--- config.mk ---
export PLATFORM = sky130hd
export DESIGN_NAME = anemo_nmea_sequencer_flat
export DESIGN_NICKNAME = d
export VERILOG_FILES = /design/src/rtl/anemo_nmea_sequencer_pkg.sv /design/src/rtl/anemo_nmea_sequencer_if.sv /design/src/rtl/anemo_nmea_sequencer_bin8_to_bcd3.sv /design/src/rtl/anemo_nmea_sequencer.sv /design/src/flat_wrapper.sv
export SDC_FILE = /design/constraint.sdc
export NUM_CORES = 1
export LEC_CHECK = 0
export BUFFER_PORTS_ARGS = -buffer_cell sky130_fd_sc_hd__buf_4
export CAP_MARGIN = 20
export CORE_ASPECT_RATIO = 0.8
export CORE_MARGIN = 2
export CORE_UTILIZATION = 55
export DETAILED_ROUTE_END_ITERATION = 10
export GPL_ROUTABILITY_DRIVEN = 0
export PLACE_DENSITY_LB_ADDON = 0.15
export SYNTH_ARGS = -nofsm -noshare
export SYNTH_HDL_FRONTEND = slang
export SYNTH_SLANG_ARGS = --single-unit
--- constraint.sdc ---
create_clock -name clk -period 3.67 [get_ports clk]
set_input_delay 0.9175 -clock clk [delete_from_list [all_inputs] [get_ports clk]]
set_output_delay 0.9175 -clock clk [all_outputs]
set_load 0.01 [all_outputs]
--- src/rtl/anemo_nmea_sequencer_pkg.sv ---
// Shared types, ASCII constants and helpers for the anemometer NMEA sequencer.
// Build option: NMEA_CHECKSUM_EN appends '*', H1, H0 to every sentence.
package nmea_seq_pkg;

    typedef enum logic [2:0] {
        IDLE,
        START,
        WAIT_DATA,
        CONVERT,
        SEND,
        DONE
    } state_t;

    localparam logic [7:0] ASC_DOLLAR = 8'h24;
    localparam logic [7:0] ASC_COMMA  = 8'h2C;
    localparam logic [7:0] ASC_STAR   = 8'h2A;
    localparam logic [7:0] ASC_N      = 8'h4E;
    localparam logic [7:0] ASC_A      = 8'h41;
    localparam logic [7:0] ASC_V      = 8'h56;
    localparam logic [7:0] ASC_M      = 8'h4D;
    localparam logic [7:0] ASC_W      = 8'h57;
    localparam logic [7:0] ASC_ZERO   = 8'h30;
    localparam logic [7:0] ASC_CR     = 8'h0D;
    localparam logic [7:0] ASC_LF     = 8'h0A;

    // Byte position of the status letter; the checksum covers bytes 1..this one.
    localparam int STATUS_IDX = 13;

`ifdef NMEA_CHECKSUM_EN
    localparam int SENTENCE_LEN = 19;
`else
    localparam int SENTENCE_LEN = 16;
`endif

    function automatic logic [7:0] hex_ascii(input logic [3:0] nib);
        return (nib < 4'd10) ? (8'h30 + {4'h0, nib}) : (8'h37 + {4'h0, nib});
    endfunction

endpackage

--- src/rtl/anemo_nmea_sequencer_if.sv ---
// Byte stream towards the NMEA UART transmitter (valid/ready handshake).
interface anemo_nmea_sequencer_if;
    logic [7:0] tx_data;
    logic       tx_valid;
    logic       tx_ready;

    modport master (output tx_data, output tx_valid, input tx_ready);
    modport slave  (input tx_data, input tx_valid, output tx_ready);
endinterface

--- src/rtl/anemo_nmea_sequencer_bin8_to_bcd3.sv ---
// Sequential double-dabble: 8-bit binary to three BCD digits in 8 iterations.
// done pulses for one cycle; bcd holds the result until the next start.
module bin8_to_bcd3 (
    input  logic        clk,
    input  logic        reset,
    input  logic        start,
    input  logic [7:0]  bin,
    output logic        done,
    output logic [11:0] bcd
);
    logic [19:0] shift;
    logic [3:0]  iter;

    function automatic logic [19:0] dabble_step(input logic [19:0] s);
        logic [19:0] t;
        t = s;
        for (int d = 0; d < 3; d++) begin
            if (t[8 + 4*d +: 4] >= 4'd5)
                t[8 + 4*d +: 4] = t[8 + 4*d +: 4] + 4'd3;
        end
        return {t[18:0], 1'b0};
    endfunction

    // Load on start, then one add-3/shift iteration per clock
    always_ff @(posedge clk or posedge reset) begin
        if (reset) begin
            shift <= '0;
            iter  <= '0;
            done  <= 1'b0;
        end else begin
            done <= 1'b0;
            if (start) begin
                shift <= {12'd0, bin};
                iter  <= 4'd8;
            end else if (iter != 4'd0) begin
                shift <= dabble_step(shift);
                iter  <= iter - 4'd1;
                if (iter == 4'd1)
                    done <= 1'b1;
            end
        end
    end

    assign bcd = shift[19:8];

endmodule

--- src/rtl/anemo_nmea_sequencer.sv ---
// Periodic anemometer launch, timed wait for data, BCD conversion and
// MWV sentence streaming to the NMEA UART.
// Build option: NMEA_CHECKSUM_EN adds the '*HH' checksum field.
module anemo_nmea_sequencer
    import nmea_seq_pkg::*;
#(
    parameter int unsigned PERIOD_CYCLES  = 50_000_000,
    parameter int unsigned TIMEOUT_CYCLES = 25_000_000,
    parameter logic [15:0] TALKER_ID      = "II"
) (
    input  logic       clk,
    input  logic       reset,
    input  logic       enable,
    output logic       anemo_start,
    input  logic [7:0] anemo_data,
    input  logic       anemo_valid,
    anemo_nmea_sequencer_if.master tx,
    output logic       busy,
    output logic [7:0] timeout_cnt,
    output logic [7:0] overrun_cnt
);
    state_t      state, state_next;
    logic [31:0] period_cnt;
    logic [31:0] wait_cnt;
    logic        tick, valid_prev, valid_edge, wait_expired;
    logic        status_ok;
    logic        conv_start, conv_done;
    logic [7:0]  conv_bin;
    logic [11:0] bcd;
    logic [4:0]  byte_idx;
    logic        xfer, last_byte;
    logic [7:0]  byte_sel;
`ifdef NMEA_CHECKSUM_EN
    logic [7:0]  checksum;
`endif

    function automatic logic [7:0] sat_inc(input logic [7:0] v);
        return (v == 8'hFF) ? v : v + 8'd1;
    endfunction

    assign tick         = enable && (period_cnt == PERIOD_CYCLES - 1);
    assign valid_edge   = anemo_valid && !valid_prev;
    assign wait_expired = (wait_cnt == TIMEOUT_CYCLES - 1);
    assign xfer         = tx.tx_valid && tx.tx_ready;
    assign last_byte    = (byte_idx == 5'(SENTENCE_LEN - 1));

    assign anemo_start  = (state == START);
    assign busy         = (state != IDLE);
    assign tx.tx_valid  = (state == SEND);
    assign tx.tx_data   = (state == SEND) ? byte_sel : 8'h00;

    // Launch timer, parked at zero while disabled
    always_ff @(posedge clk or posedge reset) begin
        if (reset)
            period_cnt <= '0;
        else if (!enable || tick)
            period_cnt <= '0;
        else
            period_cnt <= period_cnt + 32'd1;
    end

    // State register
    always_ff @(posedge clk or posedge reset) begin
        if (reset)
            state <= IDLE;
        else
            state <= state_next;
    end

    // Next state and converter launch; a fresh valid edge beats the timeout
    always_comb begin
        state_next = state;
        conv_start = 1'b0;
        conv_bin   = 8'd0;
        case (state)
            IDLE:      if (tick) state_next = START;
            START:     state_next = WAIT_DATA;
            WAIT_DATA: begin
                if (!enable) begin
                    state_next = IDLE;
                end else if (valid_edge) begin
                    state_next = CONVERT;
                    conv_start = 1'b1;
                    conv_bin   = anemo_data;
                end else if (wait_expired) begin
                    state_next = CONVERT;
                    conv_start = 1'b1;
                end
            end
            CONVERT:   if (conv_done) state_next = SEND;
            SEND:      if (xfer && last_byte) state_next = DONE;
            DONE:      state_next = IDLE;
            default:   state_next = IDLE;
        endcase
    end

    // Edge history, wait timer, reading status and event counters
    always_ff @(posedge clk or posedge reset) begin
        if (reset) begin
            valid_prev  <= 1'b0;
            wait_cnt    <= '0;
            status_ok   <= 1'b0;
            timeout_cnt <= '0;
            overrun_cnt <= '0;
        end else begin
            valid_prev <= anemo_valid;
            if (state == START)
                wait_cnt <= '0;
            else if (state == WAIT_DATA)
                wait_cnt <= wait_cnt + 32'd1;
            if (state == WAIT_DATA && enable) begin
                if (valid_edge) begin
                    status_ok <= 1'b1;
                end else if (wait_expired) begin
                    status_ok   <= 1'b0;
                    timeout_cnt <= sat_inc(timeout_cnt);
                end
            end
            if (tick && state != IDLE)
                overrun_cnt <= sat_inc(overrun_cnt);
        end
    end

    // Sentence position and running checksum, advanced on each accepted byte
    always_ff @(posedge clk or posedge reset) begin
        if (reset) begin
            byte_idx <= '0;
`ifdef NMEA_CHECKSUM_EN
            checksum <= '0;
`endif
        end else if (state == CONVERT) begin
            byte_idx <= '0;
`ifdef NMEA_CHECKSUM_EN
            checksum <= '0;
`endif
        end else if (xfer) begin
            byte_idx <= byte_idx + 5'd1;
`ifdef NMEA_CHECKSUM_EN
            if (byte_idx != 5'd0 && byte_idx <= 5'(STATUS_IDX))
                checksum <= checksum ^ byte_sel;
`endif
        end
    end

    // Byte selected for the current sentence position
    always_comb begin
        byte_sel = 8'h00;
        case (byte_idx)
            5'd0:    byte_sel = ASC_DOLLAR;
            5'd1:    byte_sel = TALKER_ID[15:8];
            5'd2:    byte_sel = TALKER_ID[7:0];
            5'd3:    byte_sel = ASC_M;
            5'd4:    byte_sel = ASC_W;
            5'd5:    byte_sel = ASC_V;
            5'd6:    byte_sel = ASC_COMMA;
            5'd7:    byte_sel = ASC_ZERO + {4'h0, bcd[11:8]};
            5'd8:    byte_sel = ASC_ZERO + {4'h0, bcd[7:4]};
            5'd9:    byte_sel = ASC_ZERO + {4'h0, bcd[3:0]};
            5'd10:   byte_sel = ASC_COMMA;
            5'd11:   byte_sel = ASC_N;
            5'd12:   byte_sel = ASC_COMMA;
            5'd13:   byte_sel = status_ok ? ASC_A : ASC_V;
`ifdef NMEA_CHECKSUM_EN
            5'd14:   byte_sel = ASC_STAR;
            5'd15:   byte_sel = hex_ascii(checksum[7:4]);
            5'd16:   byte_sel = hex_ascii(checksum[3:0]);
            5'd17:   byte_sel = ASC_CR;
            5'd18:   byte_sel = ASC_LF;
`else
            5'd14:   byte_sel = ASC_CR;
            5'd15:   byte_sel = ASC_LF;
`endif
            default: byte_sel = 8'h00;
        endcase
    end

    bin8_to_bcd3 u_bcd (
        .clk   (clk),
        .reset (reset),
        .start (conv_start),
        .bin   (conv_bin),
        .done  (conv_done),
        .bcd   (bcd)
    );

endmodule
--- src/flat_wrapper.sv ---
// flat-port wrapper written by rule: the top's interface ports become plain ports
module anemo_nmea_sequencer_flat import nmea_seq_pkg::*;
#(
    parameter int unsigned PERIOD_CYCLES  = 50_000_000,
    parameter int unsigned TIMEOUT_CYCLES = 25_000_000,
    parameter logic [15:0] TALKER_ID      = "  "
)
  (clk, reset, enable, anemo_start, anemo_data, anemo_valid, busy, timeout_cnt, overrun_cnt, tx_tx_data, tx_tx_valid, tx_tx_ready);
  anemo_nmea_sequencer_if tx_i ();
  input  logic clk;
  input  logic reset;
  input  logic enable;
  output logic anemo_start;
  input  logic [7:0] anemo_data;
  input  logic anemo_valid;
  output logic busy;
  output logic [7:0] timeout_cnt;
  output logic [7:0] overrun_cnt;
  output wire logic [$bits(tx_i.tx_data)-1:0] tx_tx_data;
  output wire logic [$bits(tx_i.tx_valid)-1:0] tx_tx_valid;
  input wire logic [$bits(tx_i.tx_ready)-1:0] tx_tx_ready;
  assign tx_tx_data = tx_i.tx_data;
  assign tx_tx_valid = tx_i.tx_valid;
  assign tx_i.tx_ready = tx_tx_ready;
  anemo_nmea_sequencer #(.PERIOD_CYCLES(PERIOD_CYCLES), .TIMEOUT_CYCLES(TIMEOUT_CYCLES), .TALKER_ID(TALKER_ID)) u_core (.clk(clk), .reset(reset), .enable(enable), .anemo_start(anemo_start), .anemo_data(anemo_data), .anemo_valid(anemo_valid), .tx(tx_i), .busy(busy), .timeout_cnt(timeout_cnt), .overrun_cnt(overrun_cnt));
endmodule
# Word-level counts from Yosys, hierarchy flattened
# Cells that the tools add are included.
# classes
add_sub_neg	12
n_mul	0
div	0
n_lt_le_gt_ge	3
eq_ne	28
shifts	0
n_mux	34
bitwise_logic	3
reduce_logical	23
# op_table
operator	count
$pmux W8 S13	1
$mux W32	3
$add A32 B1 Y32 const B	2
$eq A5 B4 Y1 const B	8
$mux W20	2
$eq A32 B25 Y1 const B	1
$eq A32 B26 Y1 const B	1
$mux W8	4
$add A6 B4 Y7 const A	3
$mux W3	7
$eq A5 B3 Y1 const B	4
$add A8 B1 Y8 const B	2
$eq A8 B8 Y1 const B	2
$mux W4	4
$mux W5	3
$pmux W3 S5	1
$ge A4 B3 Y1 const B	3
$eq A5 B2 Y1 const B	2
$mux W1	9
$add A4 B2 Y4 const B	2
$reduce_and A4 Y1	2
$reduce_bool A2 Y1	4
$eq A3 B2 Y1 const B	2
$logic_and A1 B1 Y1	6
20 further kinds	25
# totals
regBits	115
latchBits	0
ramBits	0
romBits	0
inputBits	13
output_inout_bits	27
elab_cells	114
memories	0

# Longest topological paths before layout
# depth
word_depth	6
ltp_mapped	9
ltp_nobuf	8

# Cells and area by module
# From an unflattened synthesis, not the netlist that was laid out.
# hier_totals
hier_cells	702
hier_area_um2	6525.0
# by_module_without_submodules
module	instances	cells_per_inst	area_per_inst_um2	seq_area_each_um2
anemo_nmea_sequencer	1	535	4967.3	2252.2
bin8_to_bcd3	1	167	1557.7	625.6

# Worst setup path before layout
# Ideal clock, no wire load.
# synth_timing
kind	reg-to-output
startpoint	reg u_core.byte_idx[0]
endpoint	out tx_tx_data[0]
t_arrival_ps	2017
required_time_ps	2753
slack_ps	735
path_stages_with_launch	8
path_cell_list	dfrtp_1 ha_1 clkbuf_1 and3_1 ha_1 a21o_1 o31ai_1 nor3_1
# synth_via
elab_chain_len	4
# synth_rtl
element	line	rtl
from (decl)	anemo_nmea_sequencer.sv:30	logic [4:0] byte_idx;
from (signal assigned)	anemo_nmea_sequencer.sv:137	byte_idx <= byte_idx + 5'd1;
$eq A5 B3 Y1 (tied with other cells)	anemo_nmea_sequencer.sv:148	case (byte_idx)
$reduce_or A3 Y1 (no source line) / $reduce_or A2 Y1 (equally long branches)	n/a	
$pmux W8 S13 (*)	anemo_nmea_sequencer.sv:148	
$mux W8 (*)	anemo_nmea_sequencer.sv:50	assign tx.tx_data = (state == SEND) ? byte_sel : 8'h00;
to (decl)	flat_wrapper.sv:19	output wire logic [$bits(tx_i.tx_data)-1:0] tx_tx_data;
# Every way passes the cells marked *; elsewhere a longest branch is shown, timed or not.

# Final worst setup path
# layout_timing
startpoint	reg u_core.byte_idx[0]
endpoint	out tx_tx_data[4]
# The elaborated chain is that of the path after synthesis.

==> metrics.txt <==
# TYPE chip_impl_metric gauge
chip_impl_metric{name="drt-initial-drc-count",unit=""} 383
chip_impl_info{name="worst_setup_path_end_kind",value="primary output"} 1
chip_impl_metric{name="num-nets-final",unit=""} 761
chip_impl_metric{name="ioPinCount",unit=""} 40
chip_impl_metric{name="dr.pass1.iters",unit=""} 5
chip_impl_metric{name="slew_violations",unit=""} 0
chip_impl_info{name="mostFrequentLayoutCell",value="sky130_fd_sc_hd__dfrtp_1"} 1
chip_impl_metric{name="post_synth_and_or_nand_nor_area_fraction",unit="%"} 25.1
chip_impl_info{name="netlist.top_cell.by_area",value="sky130_fd_sc_hd__dfrtp_1"} 1
chip_impl_metric{name="cts.repair_timing.setup_buffer_count",unit=""} 0
chip_impl_metric{name="numClockSinks",unit=""} 115
chip_impl_metric{name="die_span_in_y",unit="um"} 100
chip_impl_metric{name="synthMuxAreaShare",unit="%"} 2.88
chip_impl_metric{name="power.leakage",unit="nW"} 3.24
chip_impl_metric{name="maximum_net_fanout_on_the_critical_path",unit=""} 11
chip_impl_metric{name="grt_usage",unit="%"} 23.9
chip_impl_metric{name="grt_pass1_vias",unit=""} 5175
chip_impl_metric{name="slowest_delay",unit="ps"} 450
chip_impl_metric{name="htree_levels",unit=""} 4
chip_impl_metric{name="final_design_area_no_fill",unit="mm2"} 0.00739
chip_impl_metric{name="synth_area_per_cell",unit="um2"} 9.11
chip_impl_metric{name="synth_top_area_share",unit="%"} 45.1
chip_impl_metric{name="cts_buffers",unit=""} 17
chip_impl_info{name="crit_slowest_cell",value="sky130_fd_sc_hd__dfrtp_1"} 1
chip_impl_metric{name="hold_viol_final",unit=""} 0
chip_impl_metric{name="flow.area_growth_from_synthesis",unit="%"} 15.9
chip_impl_metric{name="syn-instance-count",unit=""} 700
chip_impl_metric{name="synth_compound_gate_area_share",unit="%"} 12.5
chip_impl_metric{name="worst_slew_margin_rel",unit="%"} 40.9
chip_impl_metric{name="floorplan.core_area",unit="mm2"} 0.0114
chip_impl_info{name="outcome",value="finished, final reports clean"} 1
chip_impl_metric{name="synth.lib_cells_used.distinct",unit=""} 60
chip_impl_metric{name="postRouteAntennaNets",unit=""} 0
chip_impl_metric{name="required",unit="ps"} 2750
chip_impl_metric{name="final_layout_size_suffix_gt1_share",unit="%"} 13.2
chip_impl_info{name="synth.area.top_cells",value="sky130_fd_sc_hd__dfrtp_1 (45%), sky130_fd_sc_hd__xnor2_1 (4.9%), sky130_fd_sc_hd__nor2_1 (4.8%), sky130_fd_sc_hd__nand2_1 (4.1%), sky130_fd_sc_hd__nand3_1 (3.6%)"} 1
chip_impl_metric{name="dieArea",unit="mm2"} 0.0125
chip_impl_metric{name="synth_edf_count",unit=""} 0
chip_impl_metric{name="yosysWarnings",unit=""} 0
chip_impl_metric{name="ys_async_sr_fraction",unit="%"} 100
chip_impl_metric{name="synth.yosys.seq_area_share",unit="%"} 45.1
chip_impl_metric{name="share_of_synthesized_cell_area_in_full_adder_half_adder_and_majority_cells",unit="%"} 3.53
chip_impl_metric{name="buffer_ports.inserted",unit=""} 38
chip_impl_metric{name="finalClockSkew",unit="ps"} 10.8
chip_impl_metric{name="route.detailed.wl_per_inst",unit="um"} 15.8
chip_impl_metric{name="irDropWorstVdd",unit="mV"} 0.377
chip_impl_metric{name="final.setup.tns",unit="ps"} 0
chip_impl_metric{name="period_share",unit="%"} 93.6
chip_impl_metric{name="wire_length_of_the_first_global_routing_pass",unit="mm"} 24.4
chip_impl_metric{name="period_needed",unit="ps"} 3440
chip_impl_info{name="layout_common_cells",value="sky130_fd_sc_hd__dfrtp_1 (115), sky130_fd_sc_hd__nor2_1 (81), sky130_fd_sc_hd__nand2_1 (70)"} 1
chip_impl_info{name="critPathKind",value="flop to primary output"} 1
chip_impl_metric{name="rows",unit=""} 35
chip_impl_metric{name="final_core_utilization",unit="%"} 64.7
chip_impl_metric{name="worst_hold_path.num_cells",unit=""} 1
chip_impl_metric{name="clk_transition_reported_paths",unit="ps"} 60
chip_impl_info{name="hp-class",value="flop to flop"} 1
chip_impl_metric{name="worstSkewPairLatency",unit="ps"} 410
chip_impl_metric{name="detailroute.via_count",unit=""} 5343
chip_impl_metric{name="worstMarginPinSlew",unit="ps"} 887
chip_impl_metric{name="maximum_number_of_pins_on_one_net_before_global_route_repair",unit=""} 66
chip_impl_info{name="synth_top_flop_cell",value="sky130_fd_sc_hd__dfrtp_1"} 1
chip_impl_metric{name="dpl.hpwl",unit="mm"} 9.49
chip_impl_metric{name="cellPowerDensity",unit="mW/mm2"} 470
chip_impl_info{name="rsz_0062_raised_after_global_routing",value="false"} 1
chip_impl_metric{name="post_synth_xor_area_fraction",unit="%"} 7.00
chip_impl_metric{name="synth_seq_cells",unit=""} 115
chip_impl_info{name="ctsRootBufferMaster",value="sky130_fd_sc_hd__clkbuf_16"} 1
chip_impl_metric{name="worst_slack_on_hold_paths",unit="ps"} 494
chip_impl_metric{name="antenna_found_initial",unit=""} 0
chip_impl_metric{name="cp_data_arrival_time",unit="ps"} 2520
chip_impl_metric{name="placedInstanceArea",unit="mm2"} 0.00678
chip_impl_metric{name="finalSetupViolCount",unit=""} 0
chip_impl_info{name="cell_repeated_most_along_the_worst_path",value="sky130_fd_sc_hd__ha_1"} 1
chip_impl_metric{name="total_power",unit="mW"} 3.48
chip_impl_metric{name="syn_area",unit="mm2"} 0.00638
chip_impl_metric{name="initial_standard_cell_utilization_of_the_core",unit="%"} 55.8
chip_impl_metric{name="wl_final",unit="mm"} 14.1
chip_impl_metric{name="synth_nets",unit=""} 731
chip_impl_metric{name="insertedDiodeCount",unit=""} 0
chip_impl_metric{name="grt_overflow",unit=""} 0
chip_impl_metric{name="dieWidth",unit="um"} 124
chip_impl_metric{name="drv_cap",unit=""} 0
chip_impl_info{name="crit_path_cell_trace",value="ha_1 > and3_1 > ha_1 > a21o_1 > o31ai_2 > nor2_1 > buf_4"} 1
chip_impl_metric{name="drcViolationCount",unit=""} 0
chip_impl_metric{name="post_drt_via_cell_ratio",unit=""} 6.00
chip_impl_info{name="crit_path_start_kind",value="flop"} 1
chip_impl_info{name="synth_top_family_by_area",value="simple AND/OR/NAND/NOR gates"} 1
chip_impl_metric{name="ff2ff_path_depth",unit=""} 6
chip_impl_metric{name="fmax",unit="MHz"} 291
chip_impl_metric{name="ctsLongestPathBuffers",unit=""} 2
chip_impl_info{name="cts_tree",value="built"} 1
## Yosys cell counts, types with 2 or more instances
library cell and instances:
sky130_fd_sc_hd__dfrtp_1 115, sky130_fd_sc_hd__nor2_1 81, sky130_fd_sc_hd__nand2_1 70, sky130_fd_sc_hd__nand3_1 46, sky130_fd_sc_hd__a21oi_1 36, sky130_fd_sc_hd__o21ai_0 36
sky130_fd_sc_hd__xnor2_1 36, sky130_fd_sc_hd__clkbuf_1 30, sky130_fd_sc_hd__nand4_1 25, sky130_fd_sc_hd__inv_1 23, sky130_fd_sc_hd__nor3_1 21, sky130_fd_sc_hd__ha_1 18
sky130_fd_sc_hd__mux2i_1 15, sky130_fd_sc_hd__xor2_1 15, sky130_fd_sc_hd__o31ai_1 13, sky130_fd_sc_hd__nor4_1 12, sky130_fd_sc_hd__and3_1 11, sky130_fd_sc_hd__o211ai_1 10
sky130_fd_sc_hd__and2_1 8, sky130_fd_sc_hd__o32a_2 7, sky130_fd_sc_hd__nand2b_1 6, sky130_fd_sc_hd__and4_1 5, sky130_fd_sc_hd__or3_1 5, sky130_fd_sc_hd__or4_1 5
sky130_fd_sc_hd__a211oi_1 4, sky130_fd_sc_hd__nor2b_1 3, sky130_fd_sc_hd__a221o_1 2, sky130_fd_sc_hd__a22o_1 2, sky130_fd_sc_hd__a311oi_1 2, sky130_fd_sc_hd__mux2_2 2
sky130_fd_sc_hd__nand3b_1 2, sky130_fd_sc_hd__nor3b_1 2, sky130_fd_sc_hd__nor4bb_1 2, sky130_fd_sc_hd__o22ai_1 2, sky130_fd_sc_hd__or2_2 2, sky130_fd_sc_hd__or3b_2 2
## metal layers
metal / global-route usage [%] / vias up / share of wire [%]
li1: - / 2556 / -
met1: 32.5 / 2621 / 47
met2: 37.7 / 139 / 47
met3: 5.12 / 27 / 4.0
met4: 10.0 / 0 / 2.0
met5: 0 / - / 0
## final timing paths
path	from	end	slack (ps)
min in group asynchronous	reset	u_core.overrun_cnt[4]	600
hold reg to reg	u_core.wait_cnt[17]	u_core.wait_cnt[17]	490
hold / removal	u_core.wait_cnt[17]	u_core.wait_cnt[17]	490
setup reg to reg	u_core.wait_cnt[6]	u_core.u_bcd.shift[3]	960
max in group asynchronous	reset	u_core.u_bcd.shift[5]	2330
setup / recovery	u_core.byte_idx[0]	tx_tx_data[4]	230
## worst max-delay path, delay by kind of cell, from the launching register on
family / cells / cell delay [ps]
compound gates: 2 / 600
buf+inv: 1 / 160
simple gates: 2 / 340
fa+ha+maj: 2 / 570
flops: 1 / 450
## cells by family (layout without fill, tap and decap cells)
kind of cell	count (synthesis)	in the layout
buf+inv	58	101
compound gates	123	123
xor+xnor	51	51
other cells	1	1
mux	18	18
simple gates	316	316
flops	115	115
fa+ha+maj	18	18
## final cells by class
type	instances	area, um2
clock buffers	23	478
inverters	24	93.8
well taps	148	185
fillers	924	4040
clock inverters	9	128
flip-flops and latches	115	2880
multi-input cells	527	3280
repair buffers	45	350
## state kept, by name (all words and copies together) (netlist names)
| register | cells |
|---|---|
| u_core.byte_idx | 5 |
| u_core.status_ok | 1 |
| u_core.valid_prev | 1 |
| u_core.u_bcd.iter | 4 |
| u_core.overrun_cnt | 8 |
| u_core.period_cnt | 32 |
| u_core.u_bcd.shift | 20 |
| u_core.u_bcd.done | 1 |
| u_core.state | 3 |
| u_core.timeout_cnt | 8 |
| u_core.wait_cnt | 32 |
## stage by stage
stage | setup WS [ps] | cells
finish | 234 | 891
global route | 66.6 | 891
CTS | 50.9 | 891
detailed placement | 496 | 859
global placement | 592 | 859
floorplan | 735 | 700
## power breakdown
part           internal, mW  total (mW)  switching (mW)  leakage (nW)
Combinational         0.178       0.430           0.252          1.40
Clock                  1.12        1.68           0.567         0.289
Sequential             1.30        1.36          0.0656          1.56
Total                  2.59        3.48           0.885          3.24
## timing repair
| action | in CTS | in global routing |
|---|---|---|
| setup endpoints to repair | 0 | 6 |
| hold buffers | 0 | 0 |
| resized for setup | 0 | 1 |
No activity file was read; power rests on OpenSTA's default activity.
